[config.mk]
export PLATFORM = sky130hd
export DESIGN_NAME = redmule_mx_dec_arbiter
export DESIGN_NICKNAME = d
export VERILOG_FILES = /design/src/rtl/redmule_mx_dec_arbiter.sv
export SDC_FILE = /design/constraint.sdc
export NUM_CORES = 1
export LEC_CHECK = 0
export BUFFER_PORTS_ARGS = -buffer_cell sky130_fd_sc_hd__clkbuf_2
export CAP_MARGIN = 10
export CORE_AREA = 2 2 366 368
export CTS_CLUSTER_DIAMETER = 120
export DETAILED_ROUTE_END_ITERATION = 10
export DIE_AREA = 0 0 368 370
export PLACE_DENSITY_LB_ADDON = 0.3
export SYNTH_ARGS = -nofsm -noshare
export SYNTH_HDL_FRONTEND = slang
export SYNTH_SLANG_ARGS = --single-unit
[constraint.sdc]
create_clock -name clk_i -period 3.9 [get_ports clk_i]
set_clock_uncertainty 0.1 [all_clocks]
set_input_delay 0.78 -clock clk_i [delete_from_list [all_inputs] [get_ports clk_i]]
set_output_delay 0.78 -clock clk_i [all_outputs]
set_load 0.03 [all_outputs]
[src/rtl/redmule_mx_dec_arbiter.sv]
// rtl/redmule_mx_dec_arbiter.sv - per-block round-robin arbiter sharing one MX decoder
// A grant covers one value beat, one exponent beat and all decoded beats of that block.
module redmule_mx_dec_arbiter #(
  parameter int unsigned DATA_W    = 256,
  parameter int unsigned BITW      = 16,
  parameter int unsigned NUM_LANES = 4,
  parameter int unsigned NUM_REQ   = 2
) (
  input  logic                          clk_i,
  input  logic                          rst_ni,
  input  logic [NUM_REQ-1:0]            req_val_valid_i,
  output logic [NUM_REQ-1:0]            req_val_ready_o,
  input  logic [NUM_REQ*DATA_W-1:0]     req_val_data_i,
  input  logic [NUM_REQ-1:0]            req_exp_valid_i,
  output logic [NUM_REQ-1:0]            req_exp_ready_o,
  input  logic [NUM_REQ*8-1:0]          req_exp_data_i,
  output logic [NUM_REQ-1:0]            req_fp16_valid_o,
  input  logic [NUM_REQ-1:0]            req_fp16_ready_i,
  output logic [NUM_LANES*BITW-1:0]     req_fp16_data_o,
  output logic                          dec_val_valid_o,
  input  logic                          dec_val_ready_i,
  output logic [DATA_W-1:0]             dec_val_data_o,
  output logic                          dec_exp_valid_o,
  input  logic                          dec_exp_ready_i,
  output logic [7:0]                    dec_exp_data_o,
  input  logic                          dec_fp16_valid_i,
  output logic                          dec_fp16_ready_o,
  input  logic [NUM_LANES*BITW-1:0]     dec_fp16_data_i,
  output logic                          busy_o,
  output logic [$clog2(NUM_REQ)-1:0]    owner_o
);

  localparam int unsigned NUM_ELEMS = DATA_W / 8;
  localparam int unsigned BEATS     = NUM_ELEMS / NUM_LANES;
  localparam int unsigned CNT_W     = $clog2(BEATS + 1);
  localparam int unsigned OW        = $clog2(NUM_REQ);

  typedef enum logic [1:0] {IDLE, ISSUE, DRAIN} state_e;

  state_e           state_q, state_d;
  logic [OW-1:0]    owner_q, owner_d;
  logic [OW-1:0]    rr_ptr_q, rr_ptr_d;
  logic [CNT_W-1:0] beat_cnt_q, beat_cnt_d;
  logic             val_done_q, val_done_d;
  logic             exp_done_q, exp_done_d;

  logic [NUM_REQ-1:0] eligible;
  logic               grant_found;
  logic [OW-1:0]      grant_idx;
  logic [OW-1:0]      grant_next;
  logic               val_hs, exp_hs;
  int unsigned        scan_idx;

  assign eligible = req_val_valid_i & req_exp_valid_i;

  // Scan starts at rr_ptr so the last winner goes to the back of the line.
  always_comb begin
    grant_found = 1'b0;
    grant_idx   = '0;
    grant_next  = '0;
    scan_idx    = 0;
    for (int unsigned i = 0; i < NUM_REQ; i++) begin
      scan_idx = (32'(rr_ptr_q) + i) % NUM_REQ;
      if (!grant_found && eligible[scan_idx]) begin
        grant_found = 1'b1;
        grant_idx   = OW'(scan_idx);
        grant_next  = OW'((scan_idx + 1) % NUM_REQ);
      end
    end
  end

  always_comb begin
    state_d          = state_q;
    owner_d          = owner_q;
    rr_ptr_d         = rr_ptr_q;
    beat_cnt_d       = beat_cnt_q;
    val_done_d       = val_done_q;
    exp_done_d       = exp_done_q;
    req_val_ready_o  = '0;
    req_exp_ready_o  = '0;
    req_fp16_valid_o = '0;
    dec_val_valid_o  = 1'b0;
    dec_exp_valid_o  = 1'b0;
    dec_fp16_ready_o = 1'b0;
    val_hs           = 1'b0;
    exp_hs           = 1'b0;

    case (state_q)
      IDLE: begin
        if (grant_found) begin
          owner_d  = grant_idx;
          rr_ptr_d = grant_next;
          state_d  = ISSUE;
        end
      end
      ISSUE: begin
        dec_val_valid_o          = req_val_valid_i[owner_q] && !val_done_q;
        req_val_ready_o[owner_q] = dec_val_ready_i && !val_done_q;
        dec_exp_valid_o          = req_exp_valid_i[owner_q] && !exp_done_q;
        req_exp_ready_o[owner_q] = dec_exp_ready_i && !exp_done_q;
        val_hs = dec_val_valid_o && dec_val_ready_i;
        exp_hs = dec_exp_valid_o && dec_exp_ready_i;
        if ((val_done_q || val_hs) && (exp_done_q || exp_hs)) begin
          state_d    = DRAIN;
          val_done_d = 1'b0;
          exp_done_d = 1'b0;
        end else begin
          val_done_d = val_done_q || val_hs;
          exp_done_d = exp_done_q || exp_hs;
        end
      end
      DRAIN: begin
        req_fp16_valid_o[owner_q] = dec_fp16_valid_i;
        dec_fp16_ready_o          = req_fp16_ready_i[owner_q];
        if (dec_fp16_valid_i && req_fp16_ready_i[owner_q]) begin
          if (beat_cnt_q == CNT_W'(BEATS - 1)) begin
            beat_cnt_d = '0;
            state_d    = IDLE;
          end else begin
            beat_cnt_d = beat_cnt_q + 1'b1;
          end
        end
      end
      default: state_d = IDLE;
    endcase
  end

  assign dec_val_data_o  = req_val_data_i[owner_q*DATA_W +: DATA_W];
  assign dec_exp_data_o  = req_exp_data_i[owner_q*8 +: 8];
  assign req_fp16_data_o = dec_fp16_data_i;
  assign busy_o          = (state_q != IDLE);
  assign owner_o         = owner_q;

  always_ff @(posedge clk_i or negedge rst_ni) begin
    if (!rst_ni) begin
      state_q    <= IDLE;
      owner_q    <= '0;
      rr_ptr_q   <= '0;
      beat_cnt_q <= '0;
      val_done_q <= 1'b0;
      exp_done_q <= 1'b0;
    end else begin
      state_q    <= state_d;
      owner_q    <= owner_d;
      rr_ptr_q   <= rr_ptr_d;
      beat_cnt_q <= beat_cnt_d;
      val_done_q <= val_done_d;
      exp_done_q <= exp_done_d;
    end
  end

endmodule

Word level (Yosys, flattened, before mapping)
Cells that the tools add are included.
Word-level totals
  register bits: 10
Cells by class
  reduce and logical (&&, ||, !) cells: 20
  bitwise gates (word level): 4
  add/sub/neg operators: 3
  multiplexer cells: 32
  shift operators: 2
  equality and inequality tests: 7
  order comparisons: 4
Operators by type and width (count)
  variable part select 512 x 10 -> 256 bit: 1
  two-way mux 1 bit: 22
  variable part select 16 x 5 -> 8 bit: 1
  two-way mux 2 bit: 7
  logical AND 1 bit: 10
  bitwise AND 2 bit: 4
  inequality test 2 bit (second input constant): 4
  < comparator 1 x 2 -> 1 bit (second input constant): 3
  case mux 2 bit (3 select lines): 1
  adder 4 x 1 -> 4 bit (second input constant): 1
  equality test 4 x 3 -> 1 bit (second input constant): 1
  two-way mux 4 bit: 1
  AND reduction 2 bit: 2
  AND reduction 4 bit: 1
  logical NOT 1 bit: 3
  adder 1 bit (second input constant): 2
  equality test 2 x 1 -> 1 bit (second input constant): 1
  equality test 2 bit (second input constant): 1
  logical NOT 2 bit: 1
  logical OR 1 bit: 2
  nonzero test 2 bit: 1
  demux 1 bit (select 1 bit): 1
  greater-or-equal comparator 1 bit (second input constant): 1

Logic depth before layout (Yosys ltp)
Gate-level depths: netlist of the first run.
  word-level depth: 9
  mapped depth: 5
  depth with buffers taken out: 4

Worst setup path before layout of the first run
No wires, ideal clock.
  path kind: register to output
  start point: reg owner_q (netlist: owner_o)
  end point: out req_exp_ready_o[0]
  path buffers: 3
  stages on the path, launching flop included: 5
  path slack: 1294 ps
  arrival: 1726 ps
  cell sequence: dfrtp_1 -> buf_6 -> buf_4 -> buf_4 -> nor3_1
On the way
  word-level cells in the longest chain between the ends: 6
  elaborated cells on any way between the ends: 7
RTL lines
  from (decl): line 41  | logic [OW-1:0] owner_q, owner_d;
  from (signal assigned): line 144  | owner_q <= owner_d;
  < comparator 1 x 2 -> 1 bit (not written as such) / greater-or-equal comparator 1 bit (equally long branches): line 100  | req_exp_ready_o[owner_q] = dec_exp_ready_i && !exp_done_q;
  logical AND 1 bit: line 100
  two-way mux 1 bit (not written as such): line 100
  demux 1 bit (select 1 bit) *: line 100
  bitwise AND 2 bit (no line) *
  two-way mux 2 bit *: line 88  | case (state_q)
  to (decl): line 15  | output logic [NUM_REQ-1:0] req_exp_ready_o,
Mark *: on every way between the ends. The rest lies on a longest branch, timed or not.

Worst setup path in the final report of the first run
  start point: reg owner_q (netlist: owner_o)
  end point: out dec_val_data_o[81]
On the way
  word-level cells in the longest chain between the ends: 1
RTL lines
  variable part select 512 x 10 -> 256 bit: line 128  | assign dec_val_data_o = req_val_data_i[owner_q*DATA_W +: DATA_W];
  to (decl): line 22  | output logic [DATA_W-1:0] dec_val_data_o,
No other way between the ends.

==> results of run 1 <==
## cells in the final DEF (no fill, tap or decap), types with 2 or more instances in the layout
master     netlist  routed
clkbuf_2         0     813
mux2_2         268     268
diode_2          0      14
nor2_1          12      12
dfrtp_1         10       9
buf_4           86       7
buf_12           0       4
nand3b_1         3       3
nand2_1          3       3
and3b_1          3       3
a21o_1           3       3
a31oi_1          3       3
clkbuf_16        0       3
inv_1            2       2
nor3_1           2       2
nand2b_1         2       2
nor2b_1          2       2
nand3_1          2       2
a21oi_1          2       2
## metal layers
layer | vias to the layer above | part of all wire | GRT usage
li1 | 2982 | - | -
met2 | 747 | 0.40 | 0.1373
met1 | 3000 | 0.43 | 0.1264
met4 | 48 | 0.011 | 0.002433
met3 | 148 | 0.15 | 0.05414
met5 | - | 0.0047 | 0
## flip-flops by register name, indices dropped and copies added (netlist names)
| name | flops |
|---|---|
| exp_done_q | 1 |
| owner_o | 1 |
| state_q | 2 |
| rr_ptr_q | 1 |
| val_done_q | 1 |
| beat_cnt_q | 4 |
## kinds of logic after synthesis
logic type	count (synthesis)
multiplexers	270
buffers and inverters	98
AND/OR/NAND/NOR	32
AO/OA/AOI/OAI	13
flip-flops	10
XOR/XNOR	1
adder cells (fa/ha/maj)	1
## worst paths after layout
check | end | cells after the start
max | dec_val_data_o[81] | 3
min | owner_o | 1
max reg2reg | beat_cnt_q[1] | 5
min reg2reg | beat_cnt_q[2] | 1
max in group asynchronous | owner_o | 1
min in group clk_i | beat_cnt_q[2] | 1
## worst register-to-register path, stage by stage (launching register included)
cell	delay (ns)
dfrtp_4	0.70
buf_12	0.31
buf_4	0.27
mux2i_4	0.31
nor2_1	0.11
mux2_2	0.28
## layout make-up
cell class / instances / area [um2] / area share
Timing Repair Buffer: 824 / 4202 / 0.4146
Multi-Input combinational cell: 317 / 3346 / 0.3301
Antenna cell: 14 / 35.03 / 0.003457
Clock buffer: 4 / 78.83 / 0.007778
Sequential cell: 10 / 254.0 / 0.02506
Tap cell: 1768 / 2212 / 0.2183
Inverter: 2 / 7.507 / 0.0007407
## power by group
part           leakage (nW)  total (mW)  internal (mW)  switching (mW)
Sequential            0.126       0.289          0.153           0.135
Clock                0.0382       0.190          0.138          0.0528
Combinational          4.64        5.28           1.99            3.29
## stage by stage
stage / hold WS [ns] / instances / total power, mW
2_1_floorplan: 0.3550 / 425 / 4.206
3_3_place_gp: 0.3851 / 2921 / 5.659
3_5_place_dp: 0.3881 / 2921 / 5.649
4_1_cts: 0.3411 / 2925 / 5.863
5_1_grt: 0.3572 / 2925 / 6.083
6_report: 0.3300 / 2939 / 5.758
==> reports/summary.txt, run 1 <==
status - finished clean
Detailed Place HPWL - 65.86 mm
Setup WS post-layout - 0.8108 ns
Crit path largest cell delay - 0.70 ns
count leader, synth - mux2_2
# nets final - 1762
main combinational cell family by area after synthesis - multiplexers
RSZ-0062 raised after global routing - false
row count - 134
fin util - 0.07652
number of remaining DRC errors - 0
WP buf/inv - 2
final instance area - 10130 um2
largest cells by area after synthesis - mux2_2 (70%), buf_4 (15%), dfrtp_1 (5.8%)
clk root buf - clkbuf_16
kind of critical path - register to output pin
Vias - 6925
Seq/Total Area, Yosys - 0.05812
Fillers - 15720
clock slew at reported path FFs - 0.05 ns
Worst slew margin - 0.6684
hold crit path type - input pin to async pin
die area - 136200 um2
pwr dens - 568.2 nW/um2
#FFs+latches synth - 10
Total GRT Usage - 0.09452
R2R setup slack - 1.72 ns
post-route ant nets - 0
Main synth FF type - dfrtp_1
post-synth top area share - 0.7010
Netlist cell types - 29
Syn Nets - 1029
final wirelength - 68.33 mm
Post-synth EDFFs - 0
Port Buffers - 813
Pins Over Slew Limit - 0
Post-Place Setup Slack - 0.9942 ns
Num CTS Buffers - 3
required time worst endpoint - 3.02 ns
Fmax - 323.7 MHz
cts repair resizes - 0
Die H - 370 um
CP Capture Type - output pin
Post-Synth XOR/XNOR Area - 0.002034
Post-CTS Setup Bufs - 0
final period utilization - 0.7921
largest net degree at the start of global routing - 85
CP Cell Sequence - buf_12 -> mux2_2 -> clkbuf_2
CP max FO - 84
Post-Synth Simple-Gate Area - 0.04156
H-tree levels - 1
Tmin final - 3.089 ns
max cap viols - 0
vias in the first global route - 6509
Post-DP Area - 10020 um2
Skew-Pair Late Insertion Delay - 0.24 ns
largest area contributor in the synthesized netlist - mux2_2
Critical Path Start Type - register
CTS tree - done
Slowest cell on crit path - dfrtp_4
synthesized cell area - 4305 um2
r2r startpoint - owner_o
Post-synth top cells - mux2_2 (268), buf_4 (86), nor2_1 (12)
Core ar. - 132500 um2
Routability Congestion - 0.8863
setup TNS - 0 ns
Iteration-0 DRC Markers - 279
post-cts hold buffer count - 0
Area growth, synth to finish - 135.4%
final hold vios - 0
Synth warnings - 0
Worst VDD drop - 0.2219 mV
Mapped Cells - 425
mux cell area share after synthesis - 0.7088
Leak - 4.802 nW
Setup violations, final - 0
Crit path max-delay family - flip-flops
vias per std cell - 2.356
Max Buffers Root-to-Sink - 2
arrival time at the worst endpoint - 2.21 ns
global-route wire length before repair - 80.56 mm
Syn Area/Cell - 10.13 um2
Starting Density - 0.03251
drt pass-1 iters - 4
measured slew at the worst slew-check pin - 0.4974 ns
clock sinks - 10
Critical Path Start - owner_o
fraction of layout cells with a size suffix above 1 - 0.9507
Post-synth ARST share - 1.000
Die Width - 368 um
Synth Area in Compound Gates - 0.02180
Adder-Cell Fraction of Synth Area - 0.002906
drt wl/cell - 23.25 um
GRT Residual Overflow - 0
initial antenna violation count - 110
total I/O pin count - 942
Note: power is estimated with default switching activity, not from simulation.
==> run 2: changes to the inputs <==
ABC_AREA = 1   (was not set)
CORE_AREA = 2 2 368 370   (was 2 2 366 368)
DIE_AREA = 0 0 370 372   (was 0 0 368 370)
clock period = 3.17 ns   (was 3.9 ns; I/O delays follow)
==> run 2 against run 1 <==
Net effect: count of clock-buffer cells in the layout unchanged; global-route usage up 0.80 points; worst setup slack worse by 0.51 ns; register-to-register slack worse by 0.41 ns; hold slack worse by 0.14 ns; area after synthesis up 3.2%; wire length up 11%; sequential power down 15%; critical path depth up 2; combinational power up 56%.
==> reports/summary.txt, run 2 <==
Iteration-0 DRC Markers - 473
Netlist cell types - 23
row count - 135
count leader, synth - nand2_1
Multi-input gate area - 3319 um2
max cap viols - 0
fin util - 0.07838
Mapped Cells - 1001
Post-CTS Setup Bufs - 0
drt pass-1 iters - 6
commonest non-fill, non-tap cell in the layout - nand2_1
Area growth, synth to finish - 137.0%
clock sinks - 10
CP max FO - 52
Leak - 6.309 nW
total I/O pin count - 942
number of remaining DRC errors - 0
Slowest cell on crit path - dfrtp_4
die area - 137600 um2
Skew-Pair Late Insertion Delay - 0.24 ns
most used cell, CP - nand2_1
# nets final - 2323
biggest regs - beat_cnt_q (4), state_q (2)
Main synth FF type - dfrtp_1
cts repair resizes - 0
kind of critical path - register to output pin
status - finished clean
Critical Path Start Type - register
initial antenna violation count - 83
Num CTS Buffers - 3
final period utilization - 0.9037
Port Buffers - 813
max FFs per register - 4
Vias - 9230
CTS tree - done
Routability Congestion - 0.8532
Post-Place Setup Slack - 0.5872 ns
CP Cell Sequence - inv_8 -> buf_12 -> nand2_1 -> nand2_1 -> clkbuf_2
final wirelength - 75.87 mm
Die Width - 370 um
#FFs+latches synth - 10
final hold vios - 0
Max Buffers Root-to-Sink - 2
largest net degree at the start of global routing - 116
post-route ant nets - 0
Setup violations, final - 0
global-route wire length before repair - 90.51 mm
CP Capture Type - output pin
measured slew at the worst slew-check pin - 0.7708 ns
Pins Over Slew Limit - 0
Die H - 372 um
Post-synth top cells - nand2_1 (820), buf_4 (87), buf_2 (31)
pwr dens - 830.2 nW/um2
Core ar. - 134300 um2
arrival time at the worst endpoint - 2.13 ns
Syn Nets - 1605
drt wl/cell - 21.63 um
Syn Area/Cell - 4.437 um2
Synth warnings - 0
required time worst endpoint - 2.44 ns
vias in the first global route - 8204
Tmin final - 2.865 ns
Detailed Place HPWL - 71.65 mm
Crit path largest cell delay - 0.54 ns
post-synth top area share - 0.6930
largest area contributor in the synthesized netlist - nand2_1
RSZ-0062 raised after global routing - false
synthesized cell area - 4442 um2
Post-synth EDFFs - 0
largest reg by FF count - beat_cnt_q
Fmax - 349.1 MHz
Seq/Total Area, Yosys - 0.05634
Starting Density - 0.03308
clk root buf - clkbuf_16
Total GRT Usage - 0.1026
most frequent cells in the layout - nand2_1 (820), clkbuf_2 (794), buf_12 (23)
GRT Residual Overflow - 0
Worst slew margin - 0.4861
vias per std cell - 2.631
Worst VDD drop - 0.4279 mV
setup TNS - 0 ns
clock slew at reported path FFs - 0.04 ns
H-tree levels - 1
post-cts hold buffer count - 0
register area - 254.0 um2
Setup WS post-layout - 0.3052 ns
Tot Pwr - 8.738 mW
Post-synth ARST share - 1.000
fraction of layout cells with a size suffix above 1 - 0.4953
Fillers - 16230
largest cells by area after synthesis - nand2_1 (69%), buf_4 (15%), dfrtp_1 (5.6%)
hold crit path type - input pin to async pin
[run 2: cell count changes in the layout (fill, tap and decap cells not counted), moves of 5 or more]
cell	previous run	this run
inv_1	2	7
diode_2	14	9
buf_12	4	23
buf_4	7	19
clkbuf_2	813	794
nor3_1	2	7
mux2_2	268	0
nand2_1	3	820
[run 2: path summary, 6_finish.rpt]
check	startpoint	end	slack [ns]	depth (start not counted)
worst min register to register	rr_ptr_q	rr_ptr_q	0.41	2
worst min-delay path	rst_ni	val_done_q	0.19	1
max in group asynchronous	rst_ni	owner_o	2.51	1
worst max register to register	owner_o	beat_cnt_q[2]	1.31	7
worst max-delay path	owner_o	dec_val_data_o[77]	0.31	5
min in group clk_i	rr_ptr_q	rr_ptr_q	0.41	2
[run 2: cell type report]
type / instances / area share
antenna: 9 / 0.002140
inverter: 10 / 0.004280
tap: 1781 / 0.2117
timing repair buffer: 836 / 0.4349
clock buffer: 4 / 0.007489
multi-input combinational: 858 / 0.3154
sequential: 10 / 0.02413
[run 2: logic make-up after synthesis]
kind of cell	count (synthesis)	share of synthesized area
simple gates	846	0.7270
flops	10	0.05634
buf+inv	133	0.1963
compound gates	10	0.01380
fa+ha+maj	1	0.002816
xor+xnor	1	0.003663
[run 2: worst max-delay path, delay by kind of cell, from the launching register on]
kind | cells | cell delay [ns]
and+or+nand+nor | 2 | 0.24
DFF | 1 | 0.54
buffers and inverters | 3 | 1.02
[run 2: stage by stage]
stage          hold slack, ns  std cells  cell area [um2]
3_3_place_gp           0.3895       3495            10420
5_1_grt                0.2142       3500            10510
2_1_floorplan          0.2384       1001             4442
6_report               0.1875       3508            10530
3_5_place_dp           0.3985       3495            10420
4_1_cts                0.2078       3499            10500
[run 2: power by group]
part / switching [mW] / internal [mW]
registers: 0.0628 / 0.182
clock network: 0.0616 / 0.169
logic: 6.05 / 2.21
[run 2: routing by layer]
layer	global-route usage	up-vias	share of wire
met3	0.04665	164	0.13
li1	-	4344	-
met5	0	-	0.0013
met2	0.1611	709	0.43
met1	0.1325	3999	0.42
met4	0.008599	14	0.020
==> run 3: changes to the inputs <==
PLACE_DENSITY_LB_ADDON = 0.05   (was 0.3)
==> run 3 against run 2 <==
Net effect: sequential share of layout area increased by 0.061 points; critical path depth unchanged; hold slack got worse by 0.0032 ns; die area unchanged; first-iteration DRC count decreased by 42%; clock power increased by 16%; combinational power decreased by 6.1%; utilization decreased by 0.19 points; sequential power decreased by 3%; non-clock buffer count decreased by 1.
==> reports/summary.txt, run 3 (synthesis results as in run 2) <==
R2R setup slack - 1.45 ns
Worst slew margin - 0.6072
Setup violations, final - 0
largest reg by FF count - beat_cnt_q
Multi-input gate area - 3319 um2
Total GRT Usage - 0.06769
required time worst endpoint - 2.44 ns
RSZ-0062 raised after global routing - false
Leak - 6.229 nW
Fillers - 16150
setup TNS - 0 ns
vias per std cell - 2.425
Skew-Pair Late Insertion Delay - 0.24 ns
final hold vios - 0
register area - 254.0 um2
Pins Over Slew Limit - 0
Port Buffers - 813
WL met2 - 28.29 mm
top layer in use - met5
Detailed Place HPWL - 45.66 mm
Die Width - 370 um
Max Buffers Root-to-Sink - 2
hold crit path type - input pin to async pin
clock sinks - 10
Routability Congestion - 0.8005
measured slew at the worst slew-check pin - 0.5892 ns
# nets final - 2322
drt wl/cell - 14.62 um
vias in the first global route - 8485
Critical Path Start Type - register
Iteration-0 DRC Markers - 274
total I/O pin count - 942
most used cell, CP - nand2_1
CP Capture Type - output pin
pwr dens - 805.0 nW/um2
final period utilization - 0.8474
Worst VDD drop - 0.2817 mV
post-route ant nets - 0
global-route wire length before repair - 65.49 mm
Tmin final - 2.686 ns
Post-Place Setup Slack - 0.6199 ns
Worst R2R End - beat_cnt_q[2]
met1 WL - 17.31 mm
most frequent cells in the layout - nand2_1 (820), clkbuf_2 (812), buf_4 (16)
Post-CTS Setup Bufs - 0
number of remaining DRC errors - 0
GRT Residual Overflow - 0
met3 WL - 4.393 mm
Area growth, synth to finish - 131.1%
clk root buf - clkbuf_16
max cap viols - 0
fraction of layout cells with a size suffix above 1 - 0.4956
Fmax - 372.3 MHz
CP max FO - 43
biggest regs - beat_cnt_q (4), state_q (2)
H-tree levels - 1
Tot Pwr - 8.263 mW
commonest non-fill, non-tap cell in the layout - nand2_1
Crit path largest cell delay - 0.53 ns
largest net degree at the start of global routing - 91
kind of critical path - register to output pin
Num CTS Buffers - 3
Setup WS post-layout - 0.4837 ns
post-cts hold buffer count - 0
status - finished clean
max FFs per register - 4
Slowest cell on crit path - dfrtp_4
Die H - 372 um
initial antenna violation count - 15
r2r startpoint - owner_o
CP Cell Sequence - inv_8 -> buf_4 -> nand2_1 -> nand2_1 -> clkbuf_2
cts repair resizes - 0
row count - 135
drt pass-1 iters - 4
clock slew at reported path FFs - 0.05 ns
Vias - 8488
Worst Reg-to-Reg Cells - 7
final wirelength - 51.17 mm
Fin Hold WS - 0.1843 ns
arrival time at the worst endpoint - 1.95 ns
CTS tree - done
Starting Density - 0.03308
die area - 137600 um2
Core ar. - 134300 um2
run 3: cell types whose count changed in the layout (fill, tap and decap cells not counted), sizes merged:
cell,change
clkbuf,+18
diode,-7
buf,-19
run 3: layout make-up:
cell class,instances,area share
Antenna cell,2,0.0004876
Clock buffer,4,0.008654
Inverter,10,0.004388
Multi-Input combinational cell,858,0.3234
Sequential cell,10,0.02474
Tap cell,1781,0.2171
Timing Repair Buffer,835,0.4213
run 3: stage by stage:
stage	utilization	instance area, um2	instances
after floorplan	-	4442	1001
after global placement	0.07574	10170	3494
after detailed placement	0.07574	10170	3494
after CTS	0.07640	10260	3498
after global routing	0.07642	10260	3499
final	0.07644	10260	3500
run 3: per-layer routing:
| layer | vias to the layer above | track usage |
|---|---|---|
| met5 | - | 0 |
| met3 | 54 | 0.02213 |
| met2 | 430 | 0.1376 |
| li1 | 4337 | - |
| met4 | 14 | 0.01360 |
| met1 | 3653 | 0.06511 |
run 3: critical path, delay by kind of cell (launching register included):
family / cells / cell delay [ns]
flip-flops: 1 / 0.53
AND/OR/NAND/NOR: 2 / 0.25
buffers and inverters: 3 / 0.90
run 3: how the worst max path moves through the flow:
stage | slack [ns] | end | startpoint | cells past startpoint
3_3_place_gp | 0.61 | dec_val_data_o[118] | owner_o | 5
5_1_grt | 0.32 | dec_val_data_o[118] | owner_o | 5
6_report | 0.48 | dec_val_data_o[118] | owner_o | 5
2_1_floorplan | 0.89 | req_exp_ready_o[0] | owner_o | 3
4_1_cts | 0.35 | dec_val_data_o[118] | owner_o | 5
3_5_place_dp | 0.62 | dec_val_data_o[118] | owner_o | 5
run 3: power breakdown:
group          leakage, nW  internal [mW]  switching [mW]
Combinational         6.06           1.97            5.79
Sequential           0.129          0.182          0.0560
Clock               0.0442          0.191          0.0745
Total                 6.23           2.34            5.92
